[src/rtl/mdu_issue_ctrl.sv]
// MDU issue controller: registers the D-stage MDU op into E, stalls D around
// in-flight multiply/divide work, and cross-checks a shadow countdown against Busy.
module mdu_issue_ctrl #(
   parameter int MUL_TIME = 5,
   parameter int DIV_TIME = 10,
   parameter int CNT_W    = 4
) (
   input  logic             clk,
   input  logic             reset,
   input  logic [4:0]       d_mdu_op,
   input  logic             d_valid,
   input  logic             e_flush,
   input  logic             int_exc_req,
   input  logic             mdu_busy,
   output logic [4:0]       mdu_op_e,
   output logic             stall_d,
   output logic             e_is_mfx,
   output logic [CNT_W-1:0] shadow_cnt,
   output logic             sync_err
);

   typedef enum logic [1:0] {S_IDLE, S_GAP, S_COUNT} state_t;

   state_t           r_state, w_state_nxt;
   logic [4:0]       r_op_e, w_op_nxt;
   logic [CNT_W-1:0] r_cnt, w_cnt_nxt;
   logic             r_sync_err;
   logic             w_d_is_mdu;

   function automatic logic is_start(input logic [4:0] op);
      return op inside {5'd1, 5'd2, 5'd3, 5'd4, 5'd9};
   endfunction

   function automatic logic is_access(input logic [4:0] op);
      return op inside {5'd5, 5'd6, 5'd7, 5'd8};
   endfunction

   assign w_d_is_mdu = d_valid & (is_start(d_mdu_op) | is_access(d_mdu_op));
   // GAP counts as busy: the unit has not raised Busy yet but is committed.
   assign stall_d    = w_d_is_mdu & ((r_state != S_IDLE) | mdu_busy);

   always_comb begin
      // NOTE: every output of this block gets a default first so no latch is inferred.
      w_op_nxt    = '0;
      w_state_nxt = r_state;
      w_cnt_nxt   = r_cnt;

      if (!int_exc_req && !stall_d && !e_flush && d_valid && d_mdu_op <= 5'd9)
         w_op_nxt = d_mdu_op;

      if (int_exc_req) begin
         // The kill lands before the unit latches the start; otherwise it freezes.
         if (r_state == S_GAP) begin
            w_state_nxt = S_IDLE;
            w_cnt_nxt   = '0;
         end
      end else begin
         unique case (r_state)
            S_IDLE:  if (is_start(w_op_nxt)) w_state_nxt = S_GAP;
            S_GAP: begin
               w_state_nxt = S_COUNT;
               w_cnt_nxt   = (r_op_e inside {5'd3, 5'd4}) ? CNT_W'(DIV_TIME) : CNT_W'(MUL_TIME);
            end
            S_COUNT: begin
               if (r_cnt <= CNT_W'(1)) begin
                  w_state_nxt = S_IDLE;
                  w_cnt_nxt   = '0;
               end else begin
                  w_cnt_nxt = r_cnt - CNT_W'(1);
               end
            end
            default: w_state_nxt = S_IDLE;
         endcase
      end
   end

   // NOTE: sequential state uses non-blocking assignments only.
   always_ff @(posedge clk) begin
      if (reset) begin
         r_state    <= S_IDLE;
         r_op_e     <= '0;
         r_cnt      <= '0;
         r_sync_err <= 1'b0;
      end else begin
         r_state <= w_state_nxt;
         r_op_e  <= w_op_nxt;
         r_cnt   <= w_cnt_nxt;
         if (r_state != S_GAP && ((r_state == S_COUNT) != mdu_busy))
            r_sync_err <= 1'b1;
      end
   end

   assign mdu_op_e   = r_op_e;
   assign shadow_cnt = r_cnt;
   assign sync_err   = r_sync_err;
   assign e_is_mfx   = (r_op_e == 5'd7) | (r_op_e == 5'd8);

endmodule

[config.mk]
export PLATFORM = sky130hd
export DESIGN_NAME = mdu_issue_ctrl
export DESIGN_NICKNAME = d
export VERILOG_FILES = /design/src/rtl/mdu_issue_ctrl.sv
export SDC_FILE = /design/constraint.sdc
export NUM_CORES = 1
export LEC_CHECK = 0
export BUFFER_PORTS_ARGS = -buffer_cell sky130_fd_sc_hd__buf_2
export CAP_MARGIN = 30
export CELL_PAD_IN_SITES_DETAIL_PLACEMENT = 1
export CELL_PAD_IN_SITES_GLOBAL_PLACEMENT = 1
export CORE_MARGIN = 2
export CORE_UTILIZATION = 37
export CTS_CLUSTER_DIAMETER = 60
export DETAILED_ROUTE_END_ITERATION = 7
export PLACE_DENSITY_LB_ADDON = 0.1
export SYNTH_ARGS = -nofsm -noshare
export SYNTH_HDL_FRONTEND = slang
export SYNTH_SLANG_ARGS = --single-unit
[constraint.sdc]
create_clock -name clk -period 4.1 [get_ports clk]
set_input_delay 0.82 -clock clk [delete_from_list [all_inputs] [get_ports clk]]
set_output_delay 0.82 -clock clk [all_outputs]
set_load 0.01 [all_outputs]
# After elaboration in Yosys (flattened, before gate mapping)
# Cells that the tools add are included.
[totals]
reg_bits = 12
in_bits = 11
out_inout_bits = 12
wordCells = 65
[op_classes]
addsub = 1
magnitude_cmp = 2
eq_ne = 25
n_mux = 11
bitwise = 5
reduce_logical = 17
[op_table]
columns = ["operator", "n"]
rows = [
  ["== test 5 x 3 -> 1 bit, second input constant", 7],
  ["== test 5 x 2 -> 1 bit, second input constant", 5],
  ["== test 5 x 4 -> 1 bit, second input constant", 4],
  ["2-to-1 mux 4 bit", 4],
  ["== test 5 x 1 -> 1 bit, second input constant", 2],
  ["nonzero test 5 bit", 2],
  ["2-to-1 mux 2 bit", 4],
  ["case mux 4 bit (2 select lines)", 1],
  ["!= test 3 bit, second input constant", 2],
  ["case mux 2 bit (3 select lines)", 1],
  ["nonzero test 2 bit", 3],
  ["<= comparator 5 x 4 -> 1 bit, second input constant", 1],
  ["logical AND 1 bit", 5],
  ["2-to-1 mux 5 bit", 1],
  ["<= comparator 4 x 1 -> 1 bit, second input constant", 1],
  ["!= test 2 x 1 -> 1 bit, second input constant", 2],
  ["nonzero test 4 bit", 1],
  ["subtractor 4 x 1 -> 4 bit, second input constant", 1],
  ["zero test 1 bit", 3],
  ["OR 1 bit", 3],
  ["AND reduction 3 bit", 1],
  ["bitwise AND 1 bit", 2],
  ["== test 2 x 1 -> 1 bit, second input constant", 1],
  ["== test 2 bit, second input constant", 1],
  ["3 further kinds", 3],
]

# Logic depth before layout (Yosys ltp)
# Gate-level depths: netlist of run 1.
[depth]
ltp_word = 16
ltp_mapped = 7
depth_no_buf = 7

# Worst setup path after synthesis of run 1
# OpenSTA, ideal clock, no wires.
[synth_timing]
kind = "input to output"
start = "input port d_mdu_op[0]"
end = "output port stall_d"
arrival_time_ps = 1516
required_ps = 3280
setup_slack_ps = 1764
path_stages = 3
path_cell_list = "or4_1 -> nand3_2 -> nor3_1"
[synth_via]
elab_chain_len = 5
elab_cells_between_ends = 14
cone_classes = "eq/ne: 9; bitwise: 3; reduce/logical: 2"
[synth_lines]
columns = ["element", "line", "text"]
rows = [
  ["start, declared", "10", "input logic [4:0] d_mdu_op,"],
  ["== test 5 x 1 -> 1 bit, or another cell as far along", "31", "return op inside {5'd1, 5'd2, 5'd3, 5'd4, 5'd9};"],
  ["nonzero test 5 bit / nonzero test 4 bit (equally long branches)", "31, 35", ""],
  ["OR 1 bit *", "38", "assign w_d_is_mdu = d_valid & (is_start(d_mdu_op) | is_access(d_mdu_op));"],
  ["bitwise AND 1 bit *", "38", ""],
  ["bitwise AND 1 bit *", "40", "assign stall_d = w_d_is_mdu & ((r_state != S_IDLE) | mdu_busy);"],
  ["end, declared", "16", "output logic stall_d,"],
]
# Every way passes the cells marked *; elsewhere a longest branch is shown, timed or not.

# Worst setup path after layout of run 1
# Same ends and word-level chain as after synthesis.

==> results of run 1 <==
## cell families (layout without fill, tap and decap cells)
| logic type | after synthesis | in the layout | share of synthesized area |
|---|---|---|---|
| compound gates | 20 | 20 | 0.176 |
| xor+xnor | 2 | 2 | 0.0247 |
| mux | 1 | 1 | 0.0159 |
| other cells | 1 | 1 | 0.00529 |
| buf+inv | 6 | 31 | 0.0317 |
| flops | 12 | 12 | 0.339 |
| simple gates | 39 | 39 | 0.302 |
| fa+ha+maj | 6 | 6 | 0.106 |
## area by class of cell
type,count,area (sq um)
flip-flops and latches,12,240
fillers,242,881
clock buffers,4,36.3
repair buffers,22,110
inverters,5,18.8
well taps,25,31.3
multi-input cells,69,447
## state kept, by name, indices dropped and copies added (netlist names)
name,cells
sync_err,1
r_state,2
mdu_op_e,5
shadow_cnt,4
## critical path, stage by stage
cell,delay [ns]
buf_2,0.11
or4_1,0.54
nand3_2,0.11
nor3_1,0.05
buf_2,0.13
## through the flow
stage	instances	util	worst slack (ns)	power [W]	instance area, sq um
after global routing	137	0.501	1.49	0.000245	883
after CTS	137	0.501	1.51	0.000237	883
final	137	0.501	1.53	0.000233	883
after floorplan	87	-	1.76	0.000133	709
after detailed placement	133	0.480	1.52	0.000144	847
after global placement	133	0.480	1.53	0.000143	847
## routing by layer
metal	routed length, um	vias up
li1	-	354
met1	680	325
met2	735	14
met3	65	2
met4	15	0
met5	0	-
## cell usage in the layout (no fill, tap or decap), types with 2 or more instances in the layout
cell	instances
buf_2	22
nor2_1	14
dfxtp_1	12
o21ai_0	9
ha_1	6
inv_1	5
nor3_1	5
nand2_1	5
and2_1	3
a22oi_1	3
clkbuf_4	3
nand2b_1	2
o21a_1	2
a21oi_1	2
xnor2_1	2
nor3b_1	2
## power by group
| group | leakage [nW] | internal, W | switching [W] |
|---|---|---|---|
| clock network | 0.0210 | 0.0000538 | 0.0000386 |
| registers | 0.0974 | 0.000118 | 0.00000104 |
| logic | 0.280 | 0.00000969 | 0.0000119 |
| total | 0.398 | 0.000182 | 0.0000515 |
## worst min path at each step
stage,from,end,cells after the start
2_1_floorplan,r_state[1]$_SDFFE_PP0P_,r_state[1]$_SDFFE_PP0P_,2
3_3_place_gp,sync_err$_SDFFE_PP0P_,sync_err$_SDFFE_PP0P_,2
3_5_place_dp,sync_err$_SDFFE_PP0P_,sync_err$_SDFFE_PP0P_,2
4_1_cts,sync_err$_SDFFE_PP0P_,sync_err$_SDFFE_PP0P_,2
5_1_grt,sync_err$_SDFFE_PP0P_,sync_err$_SDFFE_PP0P_,2
6_report,sync_err$_SDFFE_PP0P_,sync_err$_SDFFE_PP0P_,2
==> results.tsv, run 1 <==
stage	metric	value	unit
grt	largest net degree at the start of global routing	9	
worst_setup_path	worst setup path start	d_mdu_op[0]	
synthesis	Synth Flop Type	dfxtp_1	
placement	GP Congestion	0.806	
worst_setup_path	Crit Path Max Fanout	4	
finish	antenna cells	0	
synthesis	Post-Syn Area	709	sq um
worst_hold_path	Worst Hold Class	register to register	
synthesis	top cell type's share of synthesized area	0.339	
synthesis	Post-synth EDFFs	0	
sta	min Tclk post-route	2.57	ns
worst_setup_path	Worst setup EP type	output pin	
worst_setup_path	Worst Path Required	3.28	ns
synthesis	top area cells in the synthesized netlist	dfxtp_1, ha_1, nor2_1, o21ai_0, nor3_1	
job	max_cap viols	0	
placement	Buffers on Ports	22	
worst_setup_path	FF-to-FF setup slack	2.20	ns
synthesis	post-synthesis sequential element count	12	
synthesis	ys async rst share	0	
synthesis	sequential share of the synthesized area	0.339	
clocking	Worst-path clk slew	0.08	ns
grt	GR peak layer	met2	
sta	fin. max-slew vios	0	
floorplan	Die Area	0.00228	sq mm
floorplan	Core Rows	15	
grt	met2 Use GR	0.237	
worst_setup_path	reg2reg path depth	7	
floorplan	Die Span X	47.8	um
drt	First-pass DRT Iterations	2	
sta	worst relative slew slack	0.652	
synthesis	Mapped Cells	87	
clocking	Root Buffer	clkbuf_4	
synthesis	most instantiated cells after synthesis	nor2_1, dfxtp_1, o21ai_0	
sta	fmax	388	MHz
finish	Final nets	130	
drt	DRT iter0 DRCs	5	
grt	grt total ovfl	0	
floorplan	die height	47.8	um
synthesis	Synth Warn #	0	
sta	RSZ-0062 raised after global routing	false	
pwr	leak pwr	0.398	nW
finish	share of cells above drive strength 1	0.277	
clocking	post-CTS setup buffer count	0	
worst_setup_path	CP endpoint	stall_d	
drt	DRT Wirelength	1.50	mm
sta	Setup-failing EPs final	0	
clocking	CTS resizes	0	
grt	Overall Global Routing Usage	0.146	
sta	setup_tns	0	ns
drt	wire length per cell	10.9	um
drt	vias per inst	5.07	
grt	first-pass GRT wire length	2.31	mm
sta	Worst Skew	0.00673	ns
worst_setup_path	reg-to-reg startpoint	shadow_cnt[0]$_SDFFE_PP0P_	
synthesis	Synth cell types	29	
worst_setup_path	WS Path Type	input port to output pin	
floorplan	Top Ports	23	
sta	final hold slack	0.468	ns
synthesis	Yosys top cell by area	dfxtp_1	
clocking	clk sinks	12	
worst_setup_path	critical path launch point type	input port	
sta	final worst-path cycle share	0.628	
outcome	status	completed	
grt	initial antenna violation count	0	
grt	met3 Use GR	0.0453	
clocking	clock buffer depth	2	
worst_setup_path	FF-to-FF End	r_state[1]$_SDFFE_PP0P_	
clocking	Worst-Skew Late Latency	0.26	ns
drt	DRC	0	
grt	vias in the first global route	577	
clocking	htree depth	1	
finish	Area growth, synth to finish	24.5	%
clocking	Post-CTS Hold Fix Bufs	0	
clocking	CTS Buf Count	3	
worst_setup_path	Worst EP arrival	1.75	ns
synthesis	most common cell in the netlist	nor2_1	
placement	dpl hpwl	1.26	mm
drt	Routed Antenna Nets	0	
floorplan	Initial Utilization	0.402	
clocking	TritonCTS clock tree	yes	
synthesis	syn nets	104	
grt	global-route met1 utilization	0.184	
drt	via count	695	
pwr	VDD IR max	130	uV
sta	Slew @ Worst Pin	0.518	ns
synthesis	Avg Cell Area, Syn	8.15	sq um
sta	final hold violations	0	
floorplan	CORE AREA	0.00176	sq mm
pwr	power per cell area	264	mW/mm^2
No activity file was read; power rests on OpenSTA's default activity.
==> run 2: changes to the inputs <==
--- a/config.mk
+++ b/config.mk
@@ -10,7 +10,7 @@
 export CELL_PAD_IN_SITES_DETAIL_PLACEMENT = 1
 export CELL_PAD_IN_SITES_GLOBAL_PLACEMENT = 1
 export CORE_MARGIN = 2
-export CORE_UTILIZATION = 37
+export CORE_UTILIZATION = 31
 export CTS_CLUSTER_DIAMETER = 60
 export DETAILED_ROUTE_END_ITERATION = 7
 export PLACE_DENSITY_LB_ADDON = 0.1
==> constraint.sdc (replaced) <==
create_clock -name clk -period 2.19 [get_ports clk]
set_input_delay 0.438 -clock clk [delete_from_list [all_inputs] [get_ports clk]]
set_output_delay 0.438 -clock clk [all_outputs]
set_load 0.01 [all_outputs]
==> run 2 against run 1 <==
Worst setup slack got worse by 1.4 ns. Count of clock-buffer cells in the layout unchanged. Final cell count increased by 2.9%. Clock power increased by 97%. Non-clock buffer count increased by 1. Die area increased by 18%. Sequential power increased by 87%. Combinational power increased by 88%. Sequential share of layout area decreased by 0.34 points. Critical path depth decreased by 2. Critical endpoint is now e_is_mfx.
==> results.tsv, run 2 (same netlist as run 1, synthesis figures left out) <==
stage	metric	value	unit
outcome	status	completed	
pwr	Total Power	0.000446	W
pwr	leak pwr	0.402	nW
drt	vias per inst	4.90	
clocking	Root Buffer	clkbuf_4	
floorplan	Initial Utilization	0.324	
pwr	power per cell area	498	mW/mm^2
sta	setup ws final	0.166	ns
clocking	htree depth	1	
worst_setup_path	Crit Path Max Fanout	5	
sta	RSZ-0062 raised after global routing	false	
sta	final hold violations	0	
clocking	Post-CTS Hold Fix Bufs	0	
grt	Overall Global Routing Usage	0.158	
drt	via count	691	
grt	initial antenna violation count	0	
worst_setup_path	WS Path Type	register to output pin	
sta	setup_tns	0	ns
sta	min Tclk post-route	2.02	ns
clocking	Worst-Skew Late Latency	0.28	ns
finish	most frequent cells in the layout	buf_2, nor2_1, dfxtp_1, o21ai_0, ha_1	
grt	vias in the first global route	673	
floorplan	Core Rows	17	
worst_setup_path	critical path launch point type	register	
pwr	VDD IR max	226	uV
finish	Final nets	131	
finish	share of cells above drive strength 1	0.283	
floorplan	Top Ports	23	
drt	Routed Antenna Nets	0	
floorplan	die height	51.8	um
clocking	clk sinks	12	
placement	pre-CTS setup slack	0.310	ns
sta	Worst Skew	0.00568	ns
clocking	TritonCTS clock tree	yes	
placement	Buffers on Ports	22	
worst_setup_path	Worst Path Required	1.75	ns
floorplan	Die Span X	51.8	um
worst_setup_path	Worst setup EP type	output pin	
clocking	CTS Buf Count	3	
drt	wire length per cell	12.1	um
drt	DRC	0	
drt	DRT Wirelength	1.71	mm
placement	GP Congestion	0.706	
finish	fin util	0.408	
sta	fmax	494	MHz
drt	DRT iter0 DRCs	4	
floorplan	CORE AREA	0.00219	sq mm
floorplan	Die Area	0.00269	sq mm
finish	Area growth, synth to finish	26.1	%
finish	max reg flops	5	
sta	fin. max-slew vios	0	
placement	dpl hpwl	1.37	mm
clocking	clock buffer depth	2	
grt	first-pass GRT wire length	3.07	mm
worst_setup_path	Worst EP arrival	1.59	ns
drt	First-pass DRT Iterations	3	
clocking	post-CTS setup buffer count	0	
clocking	Worst-path clk slew	0.08	ns
grt	largest net degree at the start of global routing	9	
finish	antenna cells	0	
clocking	CTS resizes	0	
job	max_cap viols	0	
finish	commonest non-fill, non-tap cell in the layout	buf_2	
grt	grt total ovfl	0	
worst_hold_path	Worst Hold Class	input port to register	
sta	Setup-failing EPs final	0	
sta	final worst-path cycle share	0.924	
## run 2: cell count changes in the layout (fill, tap and decap cells not counted), sizes merged
cell	before	now
buf	22	23
## run 2: worst max-delay path: stages, from the launching register on
cell and delay (ns):
dfxtp_1 0.35, or4b_2 0.67, a21oi_1 0.15, buf_2 0.14
## run 2: per-stage QoR
| step | cell area, sq um | std cells | hold slack, ns |
|---|---|---|---|
| global placement | 858 | 137 | 0.446 |
| floorplan | 709 | 87 | 0.463 |
| global route | 895 | 141 | 0.421 |
| finish | 895 | 141 | 0.412 |
| CTS | 895 | 141 | 0.405 |
| detailed placement | 858 | 137 | 0.470 |
## run 2: final timing paths
path,from,end,slack [ns],depth (start not counted)
worst min-delay path,d_mdu_op[0],mdu_op_e[0]$_SDFF_PP0_,0.41,2
worst max-delay path,mdu_op_e[1]$_SDFF_PP0_,e_is_mfx,0.17,3
worst min register to register,sync_err$_SDFFE_PP0P_,sync_err$_SDFFE_PP0P_,0.48,2
worst max register to register,shadow_cnt[0]$_SDFFE_PP0P_,r_state[1]$_SDFFE_PP0P_,0.41,8
## run 2: cell type report
class                           instances  area, sq um
Fill cell                             282         1300
Multi-Input combinational cell         69          447
Sequential cell                        12          240
Timing Repair Buffer                   23          118
Clock buffer                            4         36.3
Tap cell                               28         35.0
Inverter                                5         18.8
## run 2: routing by layer
metal | track usage | wire length, um | up-vias
li1 | - | - | 355
met1 | 0.189 | 758 | 318
met2 | 0.255 | 846 | 14
met3 | 0.0603 | 80 | 4
met4 | 0.0526 | 23 | 0
met5 | 0 | 0 | -
## run 2: power by group
part / internal [W] / switching [W]
combinational: 0.0000181 / 0.0000226
sequential: 0.000221 / 0.00000196
clock: 0.000101 / 0.0000810
==> run 3: changes to the inputs <==
--- a/config.mk
+++ b/config.mk
@@ -13,6 +13,7 @@
 export CORE_UTILIZATION = 31
 export CTS_CLUSTER_DIAMETER = 60
 export DETAILED_ROUTE_END_ITERATION = 7
+export GPL_TIMING_DRIVEN = 0
 export PLACE_DENSITY_LB_ADDON = 0.1
 export SYNTH_ARGS = -nofsm -noshare
 export SYNTH_HDL_FRONTEND = slang
==> run 3 against run 2 <==
Power down 2.7%. Flip-flop and latch count did not move. Combinational power about the same. Register-to-register slack worse by 0.04 ns. Via count is 2.9% lower. Core utilization down 0.17 points. Clock skew is essentially flat. Hold slack better by 0.021 ns. Largest cell class unchanged. Largest power group unchanged.
==> results.tsv, run 3 (same netlist as run 1, synthesis figures left out) <==
stage	metric	value	unit
floorplan	Die Span X	51.8	um
worst_setup_path	Worst Path Required	1.75	ns
worst_setup_path	reg-to-reg startpoint	shadow_cnt[0]$_SDFFE_PP0P_	
worst_setup_path	FF-to-FF setup slack	0.37	ns
drt	wire length per cell	11.5	um
drt	via count	671	
pwr	VDD IR max	258	uV
outcome	status	completed	
finish	Area growth, synth to finish	25.6	%
finish	Finished Layout Cells	140	
grt	first-pass GRT wire length	2.90	mm
placement	dpl hpwl	1.30	mm
floorplan	Die Area	0.00269	sq mm
clocking	clk sinks	12	
drt	Top Metal Used	met4	
clocking	CTS Buf Count	3	
finish	most frequent cells in the layout	buf_2, nor2_1, dfxtp_1, o21ai_0, ha_1	
finish	commonest non-fill, non-tap cell in the layout	buf_2	
grt	Overall Global Routing Usage	0.144	
grt	vias in the first global route	681	
worst_setup_path	reg2reg path depth	7	
drt	routed length on met2	764	um
clocking	Root Buffer	clkbuf_4	
clocking	Worst-Skew Late Latency	0.26	ns
clocking	post-CTS setup buffer count	0	
placement	GP Congestion	0.708	
drt	Routed met1 length	758	um
worst_setup_path	CP max stage delay	0.67	ns
finish	antenna cells	0	
sta	Setup-failing EPs final	0	
floorplan	die height	51.8	um
drt	First-pass DRT Iterations	4	
drt	vias per inst	4.79	
worst_setup_path	Crit Path Max Fanout	5	
pwr	leak pwr	0.389	nW
sta	RSZ-0062 raised after global routing	false	
worst_hold_path	hold_sp	d_mdu_op[3]	
worst_setup_path	Worst setup EP type	output pin	
grt	largest net degree at the start of global routing	9	
pwr	Total Power	0.000434	W
sta	fmax	503	MHz
sta	final worst-path cycle share	0.908	
grt	initial antenna violation count	0	
worst_setup_path	WS Path Type	register to output pin	
pwr	power per cell area	487	mW/mm^2
floorplan	Initial Utilization	0.324	
finish	share of cells above drive strength 1	0.277	
sta	final hold violations	0	
sta	Worst Skew	0.00581	ns
placement	Buffers on Ports	21	
finish	max reg flops	5	
clocking	TritonCTS clock tree	yes	
floorplan	Core Rows	17	
floorplan	Top Ports	23	
finish	Final nets	130	
clocking	Worst-path clk slew	0.07	ns
worst_hold_path	Worst Hold Class	input port to register	
worst_setup_path	FF-to-FF End	r_state[1]$_SDFFE_PP0P_	
clocking	Post-CTS Hold Fix Bufs	0	
grt	grt total ovfl	0	
placement	Placed Instances	136	
worst_hold_path	WHS Path Cells	2	
sta	min Tclk post-route	1.99	ns
drt	Routed Antenna Nets	0	
worst_setup_path	Slowest-stage cell, CP	or4b_2	
floorplan	CORE AREA	0.00219	sq mm
clocking	clock buffer depth	2	
worst_setup_path	critical path cell sequence	or4b_2 -> a21oi_1 -> buf_2	
sta	setup_tns	0	ns
worst_hold_path	Hold EP	mdu_op_e[3]$_SDFF_PP0_	
finish	Layout fillers	287	
clocking	htree depth	1	
job	max_cap viols	0	
drt	DRT iter0 DRCs	5	
worst_setup_path	critical path launch point type	register	
drt	DRC	0	
drt	DRT Wirelength	1.61	mm
worst_setup_path	Worst EP arrival	1.55	ns
sta	fin. max-slew vios	0	
drt	met3 wire length	67	um
[run 3: cell types whose count changed in the layout (fill, tap and decap cells not counted)]
cell / previous run / this run
buf_2: 22 / 21
buf_4: 1 / 0
clkbuf_1: 0 / 1
o31ai_1: 1 / 0
o31ai_2: 0 / 1
[run 3: cell type report]
type | instances | area, sq um | share of cell area
clock buffer | 4 | 36.3 | 0.0407
sequential | 12 | 240 | 0.270
buffer | 1 | 3.75 | 0.00421
inverter | 5 | 18.8 | 0.0211
multi-input combinational | 69 | 452 | 0.507
tap | 28 | 35.0 | 0.0393
timing repair buffer | 21 | 105 | 0.118
[run 3: worst max-delay path by stage]
stage | cells past startpoint | slack (ns) | end | start
2_1_floorplan | 5 | 0.48 | r_state[1]$_SDFFE_PP0P_ | d_mdu_op[0]
3_3_place_gp | 7 | 0.25 | r_state[1]$_SDFFE_PP0P_ | shadow_cnt[0]$_SDFFE_PP0P_
3_5_place_dp | 7 | 0.24 | r_state[1]$_SDFFE_PP0P_ | shadow_cnt[1]$_SDFFE_PP0P_
4_1_cts | 3 | 0.18 | e_is_mfx | mdu_op_e[1]$_SDFF_PP0_
5_1_grt | 3 | 0.10 | e_is_mfx | mdu_op_e[1]$_SDFF_PP0_
6_report | 3 | 0.20 | e_is_mfx | mdu_op_e[1]$_SDFF_PP0_
[run 3: critical path, delay by kind of cell, from the launching register on]
kind	cells	cell delay, ns
flip-flops	1	0.34
AND/OR/NAND/NOR	1	0.67
buffers and inverters	1	0.14
AO/OA/AOI/OAI	1	0.15
[run 3: timing repair]
action	in CTS	in global routing
endpoints found under the hold margin	0	0
gates resized for setup	0	1
endpoints found under the setup margin	0	2
[run 3: report_power, final]
| group | switching (W) | internal, W | leakage [nW] |
|---|---|---|---|
| Clock | 0.0000696 | 0.000101 | 0.0210 |
| Sequential | 0.00000193 | 0.000221 | 0.0974 |
| Combinational | 0.0000226 | 0.0000179 | 0.270 |
| Total | 0.0000941 | 0.000340 | 0.389 |
[run 3: per-stage QoR]
step | instance area (sq um) | utilization | setup slack (ns) | hold WS (ns)
after floorplan | 709 | - | 0.480 | 0.463
after global placement | 850 | 0.388 | 0.255 | 0.445
after detailed placement | 850 | 0.388 | 0.240 | 0.461
after CTS | 886 | 0.404 | 0.176 | 0.423
after global routing | 891 | 0.407 | 0.100 | 0.436
final | 891 | 0.407 | 0.201 | 0.433
[run 3: metal layers]
metal  vias to the layer above  track usage
met4                         0       0.0658
met2                        12        0.228
met5                         -            0
met1                       306        0.188
li1                        351            -
met3                         2       0.0259
